**src/rtl/param_serial_loader.sv**
```systemverilog
// rtl/param_serial_loader.sv - bit-serial to byte loader feeding the neuron parameter shift chain
module param_serial_loader #(
    parameter int unsigned NUM_PARAMS = 24,
    parameter logic [1:0]  SEL_SHIFT  = 2'b01,
    parameter logic [1:0]  SEL_HOLD   = 2'b10
) (
    input  logic       clk,
    input  logic       reset,
    input  logic       start,
    input  logic       bit_in,
    input  logic       bit_valid,
    output logic [7:0] data_out,
    output logic [1:0] sel_out,
    output logic       busy,
    output logic       done,
    output logic       overrun,
    output logic [7:0] byte_cnt
);

    typedef enum logic [1:0] {S_IDLE, S_LOAD, S_DONE} state_t;

    localparam logic [7:0] LAST_CNT = 8'(NUM_PARAMS);

    state_t     state_q, state_d;
    logic [7:0] sreg_q, sreg_d;
    logic [2:0] bit_cnt_q, bit_cnt_d;
    logic [7:0] data_q, data_d;
    logic [1:0] sel_q, sel_d;
    logic [7:0] byte_cnt_q, byte_cnt_d;
    logic       overrun_q, overrun_d;

    always_ff @(posedge clk or negedge reset) begin
        if (!reset) begin
            state_q    <= S_IDLE;
            sreg_q     <= 8'd0;
            bit_cnt_q  <= 3'd0;
            data_q     <= 8'd0;
            sel_q      <= SEL_HOLD;
            byte_cnt_q <= 8'd0;
            overrun_q  <= 1'b0;
        end else begin
            state_q    <= state_d;
            sreg_q     <= sreg_d;
            bit_cnt_q  <= bit_cnt_d;
            data_q     <= data_d;
            sel_q      <= sel_d;
            byte_cnt_q <= byte_cnt_d;
            overrun_q  <= overrun_d;
        end
    end

    // sel defaults to HOLD every cycle so a SHIFT pulse can only ever last one cycle
    always_comb begin
        state_d    = state_q;
        sreg_d     = sreg_q;
        bit_cnt_d  = bit_cnt_q;
        data_d     = data_q;
        sel_d      = SEL_HOLD;
        byte_cnt_d = byte_cnt_q;
        overrun_d  = overrun_q;
        if (start) begin
            state_d    = S_LOAD;
            sreg_d     = 8'd0;
            bit_cnt_d  = 3'd0;
            byte_cnt_d = 8'd0;
            overrun_d  = 1'b0;
        end else begin
            case (state_q)
                S_LOAD: begin
                    // Once the last byte is out, stop sampling so byte_cnt cannot pass NUM_PARAMS
                    if (byte_cnt_q == LAST_CNT) begin
                        state_d = S_DONE;
                    end else if (bit_valid) begin
                        sreg_d    = {sreg_q[6:0], bit_in};
                        bit_cnt_d = bit_cnt_q + 3'd1;
                        if (bit_cnt_q == 3'd7) begin
                            data_d     = {sreg_q[6:0], bit_in};
                            sel_d      = SEL_SHIFT;
                            byte_cnt_d = byte_cnt_q + 8'd1;
                        end
                    end
                end
                S_DONE: begin
                    if (bit_valid) begin
                        overrun_d = 1'b1;
                    end
                end
                default: begin
                end
            endcase
        end
    end

    assign data_out = data_q;
    assign sel_out  = sel_q;
    assign busy     = (state_q == S_LOAD);
    assign done     = (state_q == S_DONE);
    assign overrun  = overrun_q;
    assign byte_cnt = byte_cnt_q;

endmodule

```
**config.mk**
```make
export PLATFORM = sky130hd
export DESIGN_NAME = param_serial_loader
export DESIGN_NICKNAME = d
export VERILOG_FILES = /design/src/rtl/param_serial_loader.sv
export SDC_FILE = /design/constraint.sdc
export NUM_CORES = 1
export LEC_CHECK = 0
export CAP_MARGIN = 5
export CORE_MARGIN = 2
export CORE_UTILIZATION = 52
export DETAILED_ROUTE_END_ITERATION = 16
export PLACE_DENSITY = 0.87
export SETUP_SLACK_MARGIN = 0.5
export SYNTH_ARGS = -nofsm -noshare
export SYNTH_HDL_FRONTEND = slang
export SYNTH_SLANG_ARGS = --single-unit
```
**constraint.sdc**
```tcl
create_clock -name clk -period 2.3 [get_ports clk]
set_input_delay 0.46 -clock clk [delete_from_list [all_inputs] [get_ports clk]]
set_output_delay 0.46 -clock clk [all_outputs]
set_load 0.005 [all_outputs]
```
==> out/results.ini, run 1 <==
[synth]
synth_top_area_share_pct = 49.5
synthMuxAreaShare_pct = 14.0
yosysSeqAreaShare_pct = 51.3
netlist_instances = 126
synth_nets = 136
synthSimpleGateAreaFrac_pct = 19.7
ys_types = 30
syn_area_um2 = 1520
yosys.area.top_type = dfrtp_1
synth_fa_ha_area_share_pct = 4.13
yosys-top-cells-area = dfrtp_1 (50%), mux2_2 (7.4%), mux2i_1 (6.6%), nand2b_1 (5.8%), ha_1 (4.1%)
syn_avg_cell_area_um2 = 12.0
yosys_register_bits = 31
synth_top_family_by_area = simple AND/OR/NAND/NOR gates
synth_compound_area_share_pct = 7.84
synth-xor-area-share_pct = 0
yosysWarnings = 0

[layout]
drive_above_1_share_pct = 31.3
n_antenna_cell = 0
multi_input_area_um2 = 743
num-fill-cells = 184
area_delta_synth_final_pct = 37.2
fin_cells = 207
finalNetCount = 185
regArea_um2 = 785

[worst_setup_path]
required_ns = 2.54
r2r_slack_ns = 0.52
reg2reg_depth = 6
crit_arrival_ns = 2.03
max_stage_delay_ns = 0.56
crit_fanout = 7
start_kind = input port
cp-startpoint = bit_valid
end_kind = flip-flop
r2r-start = bit_cnt_q[1]
crit_type = in -> reg
crit_slowest_cell = clkdlybuf4s50_1
path_cells = clkdlybuf4s50_1 > nand4b_4 > buf_8 > or4_1 > a21oi_1

[drt]
top_layer_used = met4
drc = 0
drt-met1-wl_mm = 1.48
vias = 1160
wire_per_inst_um = 16.8
ant_nets = 0
via_per_inst = 5.60
firstDrtPassIters = 4
wl_met2_mm = 1.73
drtIter0Drc = 25
routed_wl_mm = 3.48
wl_met3_um = 209

[clock_network]
cts_sinks = 31
clk_pin_slew_ns = 0.10
htree_levels = 2
cts-root-buf = clkbuf_4
ctsHoldBuffers = 0
insertion_delay_ns = 0.35
numCtsBuffers = 5
cts_tree = built
clk_path_buf_depth = 2

[sta]
whs_ns = 0.499
period_needed_ns = 1.79
fin_ws_ns = 0.514
finalHoldViolations = 0
setup_tns_ns = 0
setup_viol = 0
drv_slew = 0
rsz0062_at_grt = no
fin_crit_sh_pct = 77.7
max_slew_margin_pct = 74.3
clock.fmax_mhz = 560
worstMarginPinSlew_ns = 0.386
skew_ns = 0.0232

[power_and_ir_drop]
p_per_area_nw_per_um2 = 444
p_leak_nw = 0.916
vdd_ir_drop_max_mv = 0.535
totalPowerFinal_mw = 0.924

[die]
initial_core_util_pct = 54.9
row_count = 19
die_w_um = 58.0
fp.dieH_um = 58.0
pin_count = 26
core_um2 = 2760
die-area_um2 = 3360

[global_routing]
grt_max_degree = 32
grt_pass1_wl_mm = 4.99
grt_pass1_vias = 1159
antenna_found_initial = 0
grt_overflow = 0
grt_usage_pct = 20.0

[place]
gp_congestion = 0.774
dp_hpwl_mm = 1.98
dp_cells = 182
post-place-ws_ns = 0.131
io_buffers = 25

[worst_hold_path]
hold_path_class = in -> async

[status]
outcome = finished clean

[flow_run]
cap_violations = 0

-- repair_timing --
item | in CTS | in global routing
buffers inserted | 5 | 11
gates resized for setup | 10 | 17
setup endpoints to repair | 18 | 26
gates cloned | 0 | 1
pin swaps | 1 | 3
-- routing by layer --
metal	global-route usage (%)	up-vias
met5	0	-
met4	8.97	0
met3	6.70	7
met2	32.5	46
met1	24.2	564
li1	-	543
-- stage by stage --
stage          instance area, um^2  util, %
6_report                      2080     75.4
5_1_grt                       2080     75.4
4_1_cts                       1920     69.7
3_5_place_dp                  1810     65.8
3_3_place_gp                  1810     65.8
2_1_floorplan                 1520        -
-- cell type report --
cell class / count / area share [%]
clock buffers: 8 / 2.35
inverters: 3 / 0.542
multi-input cells: 86 / 35.7
flip-flops and latches: 31 / 37.7
well taps: 31 / 1.87
repair buffers: 48 / 21.8
-- where the power goes --
group	internal [mW]	total (mW)	switching, mW
clock	0.122	0.301	0.180
sequential	0.550	0.554	0.00376
combinational	0.0339	0.0687	0.0347
-- cell families after synthesis --
logic type,Yosys count
buf+inv,9
compound gates,18
mux,20
flops,31
simple gates,43
fa+ha+maj,5
-- registers in the layout, indices dropped and copies added (netlist names) --
signal / count
data_out: 8
state_q: 2
bit_cnt_q: 3
sreg_q: 7
overrun: 1
sel_out: 2
byte_cnt: 8
-- Yosys cell counts --
cell      number
a211oi_4       1
mux2i_1       10
inv_1          3
buf_6          1
o31ai_1        4
nand3_1        2
nand4_1        1
dfstp_2        1
and2b_1        1
or4_1          5
a21oi_1        8
nand4b_4       1
ha_1           5
o21ai_0        3
nor4b_4        1
nand2b_1      14
a31oi_1        1
and2_0         1
mux2_2        10
or3_1          1
dfrtp_1       30
nand3b_1       3
buf_2          1
a21o_1         1
nand2_1        3
nor2_1         5
buf_4          1
and3b_1        2
nor2b_1        3
clkbuf_1       3
-- critical path, delay by kind of cell --
kind / cells / cell delay [ns]
buffers and inverters: 2 / 0.72
AND/OR/NAND/NOR: 2 / 0.67
AO/OA/AOI/OAI: 1 / 0.18
-- worst paths after layout --
kind / endpoint
worst max-delay path: byte_cnt[6]
worst min-delay path: state_q[1]
worst max register to register: byte_cnt[6]
worst min register to register: data_out[0]
max in group asynchronous: byte_cnt[6]
min in group clk: data_out[0]
-- cell usage in the layout, fill, tap and decap left out, drive strengths merged, types with 4 or more instances in the layout --
master,netlist,routed
o31ai,4,4
dfrtp,30,30
nand2b,14,14
ha,5,5
or4,5,5
mux2,10,10
clkbuf,3,10
a21oi,8,8
buf,3,22
clkdlybuf4s50,0,22
mux2i,10,10
nor2,5,5
Power figures use the tool's default switching activity.
==> run 2: changes to the inputs <==
Settings changed: CORE_UTILIZATION 52 to 47, PLACE_DENSITY 0.87 to 0.83.
Clock period 2.3 ns to 1.53 ns, I/O delays scaled along.
==> run 2 against run 1 <==
The run now ends with negative setup slack left. Worst hold slack got worse by 0.17 ns. Core utilization is 4.3 points higher. Register-to-register slack worse by 0.76 ns. Sequential share of layout area is 5.8 points lower. Count of clock-buffer cells in the layout shrank 2. Critical path depth is 1 higher. Wire length increased by 21%. Via count is 13% higher. Die area rose by 9.9%. Setup slack worse by 0.76 ns. Clock skew is 0.0078 ns lower. Power increased by 77%. Highest routed layer unchanged.
==> out/results.ini, run 2 (synthesis results as in run 1) <==
[status]
outcome = complete, but fails checks
violations = negative setup slack

[global_routing]
grt_pass1_wl_mm = 6.05  ; +21%
grt_pass1_vias = 1285  ; +11%
grt_max_degree = 32  ; unchanged
grt_overflow = 0  ; unchanged
antenna_found_initial = 0  ; unchanged
grt_usage_pct = 23.2  ; +3.2 points

[drt]
via_per_inst = 5.33  ; -5.0%
firstDrtPassIters = 4  ; unchanged
wire_per_inst_um = 17.1  ; +1.9%
drc = 0  ; unchanged
vias = 1310  ; +13%
drtIter0Drc = 72  ; +190%
routed_wl_mm = 4.21  ; +21%
ant_nets = 0  ; unchanged

[place]
io_buffers = 25  ; unchanged
post-place-ws_ns = -0.420  ; -0.551 ns
gp_congestion = 0.807  ; +4.3%
dp_hpwl_mm = 2.34  ; +18%
place_area_um2 = 2030  ; +12%

[sta]
rsz0062_at_grt = yes
clock.fmax_mhz = 564
fin_crit_sh_pct = 116
drv_slew = 0  ; unchanged
skew_ns = 0.0154  ; -0.00782 ns
setup_viol = 27  ; +27
period_needed_ns = 1.77
worstMarginPinSlew_ns = 0.279  ; -0.106 ns
max_slew_margin_pct = 81.3  ; +7.0 points
fin_ws_ns = -0.243  ; -0.756 ns
setup_tns_ns = -3.69  ; -3.69 ns
finalHoldViolations = 0  ; unchanged

[worst_hold_path]
hold_path_class = in -> async

[layout]
drive_above_1_share_pct = 54.5  ; +23 points
finalNetCount = 211  ; +14%
n_antenna_cell = 0  ; unchanged
final_area_um2 = 2430  ; +17%
layout_common_cells = dfrtp_1 (29), buf_6 (28), buf_4 (27)
final_common_cell = dfrtp_1
area_delta_synth_final_pct = 60.7

[flow_run]
cap_violations = 0  ; unchanged

[clock_network]
clk_pin_slew_ns = 0.11  ; about the same
ctsHoldBuffers = 0  ; unchanged
htree_levels = 2  ; unchanged
cts_sinks = 31  ; unchanged
insertion_delay_ns = 0.33  ; -0.02 ns
cts-root-buf = clkbuf_4
clk_path_buf_depth = 2  ; unchanged
cts_tree = built
numCtsBuffers = 5  ; unchanged

[power_and_ir_drop]
switchingPower_mw = 0.358  ; +64%
vdd_ir_drop_max_mv = 0.670  ; +25%
combPwrFrac_pct = 7.1  ; -0.3 points
p_leak_nw = 1.16  ; +27%
p_per_area_nw_per_um2 = 670  ; +51%
clkPwrFrac_pct = 41.6  ; +9.0 points
p_int_mw = 1.27  ; +80%
swShare_pct = 22.0  ; -1.7 points
seq_power_share_pct = 51.3  ; -8.7 points
totalPowerFinal_mw = 1.63  ; +77%

[worst_setup_path]
path_cells = ha_4 > ha_4 > nand4b_4 > buf_6 > or4_1 > a21oi_1
end_kind = flip-flop
crit_type = reg -> reg
crit_fanout = 6  ; -1
crit_arrival_ns = 2.03  ; about the same
cp_common_cell = ha_4
crit_slowest_cell = or4_1
required_ns = 1.79  ; -0.75 ns
max_stage_delay_ns = 0.47  ; -0.09 ns
start_kind = flip-flop

[die]
pin_count = 26  ; unchanged
core_um2 = 3050  ; +11%
die_w_um = 60.8  ; +4.8%
fp.dieH_um = 60.8  ; +4.8%
die-area_um2 = 3690  ; +9.9%
initial_core_util_pct = 49.6  ; -5.3 points
row_count = 20  ; +1

## run 2: cell types whose count changed in the layout (fill, tap and decap cells not counted), sizes merged
| cell | before | now |
|---|---|---|
| clkinv | 0 | 1 |
| dlygate4sd2 | 2 | 0 |
| clkdlybuf4s50 | 22 | 4 |
| bufinv | 0 | 1 |
| clkbuf | 10 | 7 |
| buf | 22 | 69 |
## run 2: final timing paths
kind | from | end | slack, ns | cells after the start
max in group asynchronous | reset | sel_out[1] | 0.97 | 2
worst min register to register | data_out[2] | data_out[2] | 0.51 | 1
worst min-delay path | reset | byte_cnt[4] | 0.33 | 2
worst max-delay path | bit_cnt_q[1] | byte_cnt[5] | -0.24 | 6
min in group clk | data_out[2] | data_out[2] | 0.51 | 1
worst max register to register | bit_cnt_q[1] | byte_cnt[5] | -0.24 | 6
## run 2: critical path, delay by kind of cell (launching register included)
kind / cells / cell delay [ns]
buffers and inverters: 1 / 0.17
and+or+nand+nor: 2 / 0.62
DFF: 1 / 0.43
adders and majority gates: 2 / 0.31
AOI/OAI and AO/OA: 1 / 0.17
## run 2: layout make-up
cell class,count,area [um^2]
Multi-Input combinational cell,86,841
Sequential cell,31,778
Timing Repair Buffer,74,663
Fill cell,183,618
Tap cell,44,55.1
Clock buffer,6,51.3
Clock inverter,2,35.0
Inverter,3,11.3
## run 2: power groups by stage
stage	sequential, mW	clock [mW]	combinational (mW)
2_1_floorplan	0.848	0	0.0432
3_3_place_gp	0.849	0	0.0971
3_5_place_dp	0.849	0	0.101
4_1_cts	0.836	0.685	0.110
5_1_grt	0.838	0.727	0.126
6_report	0.837	0.678	0.116
## run 2: per-stage QoR
step / hold slack, ns / std cells / utilization, %
final: 0.325 / 246 / 79.8
after global routing: 0.316 / 246 / 79.8
after CTS: 0.321 / 239 / 76.5
after detailed placement: 0.482 / 216 / 66.6
after global placement: 0.474 / 216 / 66.6
after floorplan: 0.0104 / 126 / -
## run 2: timing repair
action / 4_1_cts / 5_1_grt
pin swaps: 11 / 6
buffers inserted: 15 / 7
cloned: 0 / 0
gates resized for setup: 125 / 14
endpoints found under the setup margin: 51 / 52
## run 2: per-layer routing
metal  wire [um]  vias up  part of all wire [%]  GRT usage (%)
met5           0        -                     0              0
met4         109        0                   2.6           10.9
met3         202       11                   4.8           5.76
met2        2050       49                    49           37.0
met1        1850      650                    44           29.6
li1            -      600                     -              -
